`config.mk`:
```
export PLATFORM = sky130hd
export DESIGN_NAME = uart_rx
export DESIGN_NICKNAME = d
export VERILOG_FILES = /design/src/rtl/uart_rx.sv
export SDC_FILE = /design/constraint.sdc
export NUM_CORES = 1
export LEC_CHECK = 0
export ABC_CLOCK_PERIOD_IN_PS = 5600
export BUFFER_PORTS_ARGS = -buffer_cell sky130_fd_sc_hd__clkbuf_2
export CAP_MARGIN = 10
export CELL_PAD_IN_SITES_DETAIL_PLACEMENT = 0
export CELL_PAD_IN_SITES_GLOBAL_PLACEMENT = 2
export CORE_MARGIN = 4
export CORE_UTILIZATION = 40
export DETAILED_ROUTE_END_ITERATION = 16
export GPL_TIMING_DRIVEN = 0
export PLACE_DENSITY_LB_ADDON = 0.1
export SKIP_CTS_REPAIR_TIMING = 1
export SLEW_MARGIN = 0
export SYNTH_ARGS = -nofsm -noshare
export SYNTH_HDL_FRONTEND = slang
export SYNTH_SLANG_ARGS = --single-unit
```
`constraint.sdc`:
```
create_clock -name clock -period 5.6 [get_ports clock]
set_input_delay 0.84 -clock clock [delete_from_list [all_inputs] [get_ports clock]]
set_output_delay 0.84 -clock clock [all_outputs]
set_load 0.01 [all_outputs]
```
`src/rtl/uart_rx.sv`:
```
// uart_rx: 16x-oversampling UART receiver (7/8 data bits, optional parity, 1/2 stop bits).
// Build option: define UART_RX_MAJORITY_EN for a 3-sample majority vote at sub-ticks 6/7/8.
module uart_rx #(
  parameter int CLK_HZ = 50_000_000
) (
  input  logic       clock,
  input  logic       rst,
  input  logic       data_in,
  input  logic [1:0] buad_rate,
  input  logic [1:0] parity_type,
  input  logic       stop_bits,
  input  logic       data_length,
  output logic [7:0] data_out,
  output logic       rx_done,
  output logic       rx_active,
  output logic       parity_error,
  output logic       stop_error
);

  function automatic int div_of(input int baud);
    return (CLK_HZ + 8 * baud) / (16 * baud);
  endfunction

  localparam int CW = $clog2(div_of(4800) + 1);

  typedef enum logic [2:0] {IDLE, START, DATA, PARITY, STOP} state_t;
  state_t state_reg, state_next;

  // Terminal count (DIV-1) for each baud select, fixed at elaboration.
  logic [CW-1:0] div_tab [4];
  for (genvar gi = 0; gi < 4; gi++) begin : g_div
    assign div_tab[gi] = CW'(div_of(4800 << gi) - 1);
  end

  logic [1:0]    sync_reg;
  logic [1:0]    valid_reg;
  logic          prev_reg;
  logic          armed_reg;
  logic [1:0]    baud_sel_reg;
  logic [1:0]    par_sel_reg;
  logic          two_stop_reg;
  logic          len8_reg;
  logic [CW-1:0] cnt_reg;
  logic [3:0]    sub_reg;
  logic [2:0]    bit_reg;
  logic [7:0]    shift_reg;
  logic          stop_idx_reg;
  logic          stop_err_reg;
  logic          parity_ok_reg;
  logic [7:0]    data_out_reg;
  logic          done_reg;
  logic          perr_reg;
  logic          serr_reg;

  logic line;
  logic fall;
  logic tick;
  logic decide;
  logic bit_val;
  logic last_data;
  logic par_en;
  logic complete;

  assign line      = sync_reg[1];
  assign fall      = armed_reg & prev_reg & ~line;
  assign tick      = (state_reg != IDLE) && (cnt_reg == div_tab[baud_sel_reg]);
  assign last_data = (bit_reg == (len8_reg ? 3'd7 : 3'd6));
  assign par_en    = (par_sel_reg == 2'b01) || (par_sel_reg == 2'b10);

  // The sub-counter free-runs across bits, so sub-tick 7 of every bit is mid-bit.
`ifdef UART_RX_MAJORITY_EN
  logic s6_reg;
  logic s7_reg;

  assign decide  = tick && (sub_reg == 4'd8);
  assign bit_val = (s6_reg & s7_reg) | (s6_reg & line) | (s7_reg & line);

  always_ff @(posedge clock) begin
    if (rst) begin
      s6_reg <= 1'b1;
      s7_reg <= 1'b1;
    end else if (tick && sub_reg == 4'd6) begin
      s6_reg <= line;
    end else if (tick && sub_reg == 4'd7) begin
      s7_reg <= line;
    end
  end
`else
  assign decide  = tick && (sub_reg == 4'd7);
  assign bit_val = line;
`endif

  always_ff @(posedge clock) begin
    if (rst) state_reg <= IDLE;
    else     state_reg <= state_next;
  end

  always_comb begin
    state_next = state_reg;
    complete   = 1'b0;
    case (state_reg)
      IDLE:   if (fall) state_next = START;
      START:  if (decide) state_next = bit_val ? IDLE : DATA;
      DATA:   if (decide && last_data) state_next = par_en ? PARITY : STOP;
      PARITY: if (decide) state_next = STOP;
      STOP: begin
        // Leave at the last stop sample so a following start edge is not missed.
        if (decide && (!two_stop_reg || stop_idx_reg)) begin
          state_next = IDLE;
          complete   = 1'b1;
        end
      end
      default: state_next = IDLE;
    endcase
  end

  always_ff @(posedge clock) begin
    if (rst) begin
      sync_reg      <= 2'b11;
      valid_reg     <= 2'b00;
      prev_reg      <= 1'b1;
      armed_reg     <= 1'b0;
      baud_sel_reg  <= 2'b00;
      par_sel_reg   <= 2'b00;
      two_stop_reg  <= 1'b0;
      len8_reg      <= 1'b0;
      cnt_reg       <= '0;
      sub_reg       <= 4'd0;
      bit_reg       <= 3'd0;
      shift_reg     <= 8'h00;
      stop_idx_reg  <= 1'b0;
      stop_err_reg  <= 1'b0;
      parity_ok_reg <= 1'b0;
      data_out_reg  <= 8'h00;
      done_reg      <= 1'b0;
      perr_reg      <= 1'b0;
      serr_reg      <= 1'b0;
    end else begin
      sync_reg  <= {sync_reg[0], data_in};
      valid_reg <= {valid_reg[0], 1'b1};
      prev_reg  <= line;
      // Arm only on a high level that really came through the synchronizer.
      if (valid_reg[1] && line) armed_reg <= 1'b1;
      done_reg <= complete;

      if (state_reg == IDLE) begin
        cnt_reg <= '0;
        sub_reg <= 4'd0;
      end else if (tick) begin
        cnt_reg <= '0;
        sub_reg <= sub_reg + 4'd1;
      end else begin
        cnt_reg <= cnt_reg + 1'b1;
      end

      if (state_reg == IDLE && fall) begin
        baud_sel_reg  <= buad_rate;
        par_sel_reg   <= parity_type;
        two_stop_reg  <= stop_bits;
        len8_reg      <= data_length;
        bit_reg       <= 3'd0;
        shift_reg     <= 8'h00;
        stop_idx_reg  <= 1'b0;
        stop_err_reg  <= 1'b0;
        parity_ok_reg <= 1'b0;
      end

      if (decide) begin
        case (state_reg)
          DATA: begin
            shift_reg[bit_reg] <= bit_val;
            bit_reg            <= bit_reg + 3'd1;
          end
          PARITY: parity_ok_reg <= ((^shift_reg) ^ bit_val) == (par_sel_reg == 2'b01);
          STOP: begin
            stop_idx_reg <= 1'b1;
            stop_err_reg <= stop_err_reg | ~bit_val;
          end
          default: ;
        endcase
      end

      if (complete) begin
        data_out_reg <= shift_reg;
        perr_reg     <= par_en & ~parity_ok_reg;
        serr_reg     <= stop_err_reg | ~bit_val;
      end
    end
  end

  assign data_out     = data_out_reg;
  assign rx_done      = done_reg;
  assign rx_active    = (state_reg != IDLE);
  assign parity_error = perr_reg;
  assign stop_error   = serr_reg;

endmodule

```
==> reports/metrics.cfg <==
[die]
dieArea_mm2 = 0.007610
num_rows = 28
coreArea_mm2 = 0.005991
ios = 21
die_h_um = 87.24
start_util = 0.4192
die_w_um = 87.24

[synth]
synth_fp_nets = 286
synth.distinct_cells = 49
synth.area.top_cells = dfxtp_1 43%, mux2i_1 10%, nor2_1 6.1%
synth_seq_area_share = 0.4305
yosys.area_share.simple = 0.2242
synthAdderAreaFrac = 0.01993
synth_top_family_by_area = simple AND/OR/NAND/NOR gates
synth_seq_cells = 54
synth-xor-area-share = 0.07324
syn-cell-area_mm2 = 0.002511
synth_cells = 273
synth_mux_area_frac = 0.1041
yosysTopAreaCell = dfxtp_1
synth_compound_area_frac = 0.1021
syn_area_per_cell_um2 = 9.198
yosys_warnings = 0
synth_top_area_share = 0.4305

[placed_design]
gp_congestion = 0.7713
placed_area_mm2 = 0.002705
hpwlAfterDp_mm = 3.835
io_buffers = 20
place_ws_ns = 3.275

[timing]
finalSetupTns_ns = 0
rsz0062_at_grt = false
post-route-worst-setup-slack_ns = 3.300
period_minus_slack_ns = 2.300
hold_violations = 0
finalCritPeriodShare = 0.4107
skew_ns = 0.008436
report.final.slew_viol_count = 0
tightest_slew_ns = 0.6294
setup_violations = 0
maxSlewHeadroom = 0.5804
fmax_ghz = 0.4348
fin_hold_ws_ns = 0.4190

[routing]
routed_wl_mm = 5.244
num_vias = 1897
viasPerCell = 5.045
drt_iter0_drc = 107
ant_nets = 0
drc = 0
wire_per_inst_um = 13.95
first_pass_iters = 4

[layout]
final_cell_mix = 54 x dfxtp_1, 41 x nor2_1, 28 x nand2_1, 25 x mux2i_1, 20 x clkbuf_2
final_common_cell = dfxtp_1
final_nets = 313
largest_reg_flops = 10
diodes = 0
syn_to_final_growth_pct = 11.16
drive_above_1_share = 0.1462
fin_area_mm2 = 0.002791

[worst_setup_path]
slowest_delay_ns = 0.51
cp_slowest_cell = o32ai_1
critPathRequiredTime_ns = 5.79
crit_chain = buf_2 > a21oi_1 > o32ai_1 > o2111a_1 > buf_6 > and3_1 > buf_4 > buf_12 > mux2i_1 > nor2_1
path_max_fanout = 10
arrival_ns = 2.49
cp-end-kind = register
crit_type = reg2reg
startpoint_type = register

[cts]
cts_buffers = 5
cts_tree = built
clkSinkCount = 54
clock-root-buffer = clkbuf_8
insertion_delay_ns = 0.31
cts.clk_slew.worst_paths_ns = 0.10
ctsHtreeMaxLevel = 2
cts.path.max_buffers = 2

[min_path]
hp-class = reg2reg

[global_routing]
grt_pass1_wl_mm = 8.907
grt_use_total = 0.1507
grt_max_degree = 17
overflow = 0
antenna_found_initial = 0
grt_pass1_vias = 1736

[power]
ir_drop_mv = 0.1087
power_density_mw_per_mm2 = 241.1
p_total_w = 0.0006730
total_leakage_power_nw = 1.061

[run_status]
status = finished clean

[run]
maxCapViolations = 0

## through the flow
stage,instances,utilization
floorplan,273,-
global route,376,0.4660
finish,376,0.4660
detailed placement,368,0.4515
global placement,368,0.4515
CTS,376,0.4660
## worst max-delay path, delay by kind of cell (launching register included)
kind,cells,cell delay (ns)
AO/OA/AOI/OAI,3,0.86
buffers and inverters,4,0.63
flip-flops,1,0.31
AND/OR/NAND/NOR,2,0.21
multiplexers,1,0.19
## cells by family after synthesis
kind of cell,after synthesis
XOR/XNOR,21
flip-flops,54
multiplexers,26
AO/OA/AOI/OAI,31
AND/OR/NAND/NOR,115
adder cells (fa/ha/maj),4
buffers and inverters,22
## power by group
group	switching, W	total [W]	internal (W)
combinational	0.0000408	0.0000616	0.0000208
sequential	0.00000468	0.000395	0.000390
clock	0.000128	0.000217	0.0000886
total	0.000174	0.000673	0.000499
## layout make-up
class,instances,area (µm²)
clock buffer,6,72.57
multi-input combinational,197,1315
clock inverter,2,13.76
inverter,8,30.03
buffer,14,85.08
sequential,54,1081
tap,75,93.84
timing repair buffer,20,100.1
fill,619,3199
## metal layers
metal,part of all wire,global-route usage
met5,0,0
met4,0.010,0.03766
met3,0.039,0.03595
met2,0.40,0.2084
met1,0.55,0.2323
## cells in the mapped netlist, drive strengths merged
cell	instances
dfxtp	54
nor2	41
nand2	28
mux2i	25
xnor2	16
a21oi	11
nand3	10
buf	8
inv	7
clkbuf	6
and3	5
nand4	5
nor2b	5
or3	5
xor2	5
ha	4
nor3	4
or2	4
and2	3
o21ai	3
a211oi	2
a22oi	2
a311oi	2
o21a	2
o32ai	2
a211o	1
a221oi	1
a31o	1
a32o	1
clkinv	1
mux2	1
nand2b	1
nand3b	1
nand4bb	1
nor4	1
nor4b	1
o2111a	1
o2111ai	1
o211ai	1
## path summary, 6_finish.rpt
kind / startpoint / cells after the start / endpoint / slack, ns
max reg2reg: baud_sel_reg[1] / 10 / parity_error / 3.30
max: baud_sel_reg[1] / 10 / parity_error / 3.30
min reg2reg: sync_reg[0] / 1 / sync_reg[1] / 0.42
min: sync_reg[0] / 1 / sync_reg[1] / 0.42
(Power assumes the default switching activity.)
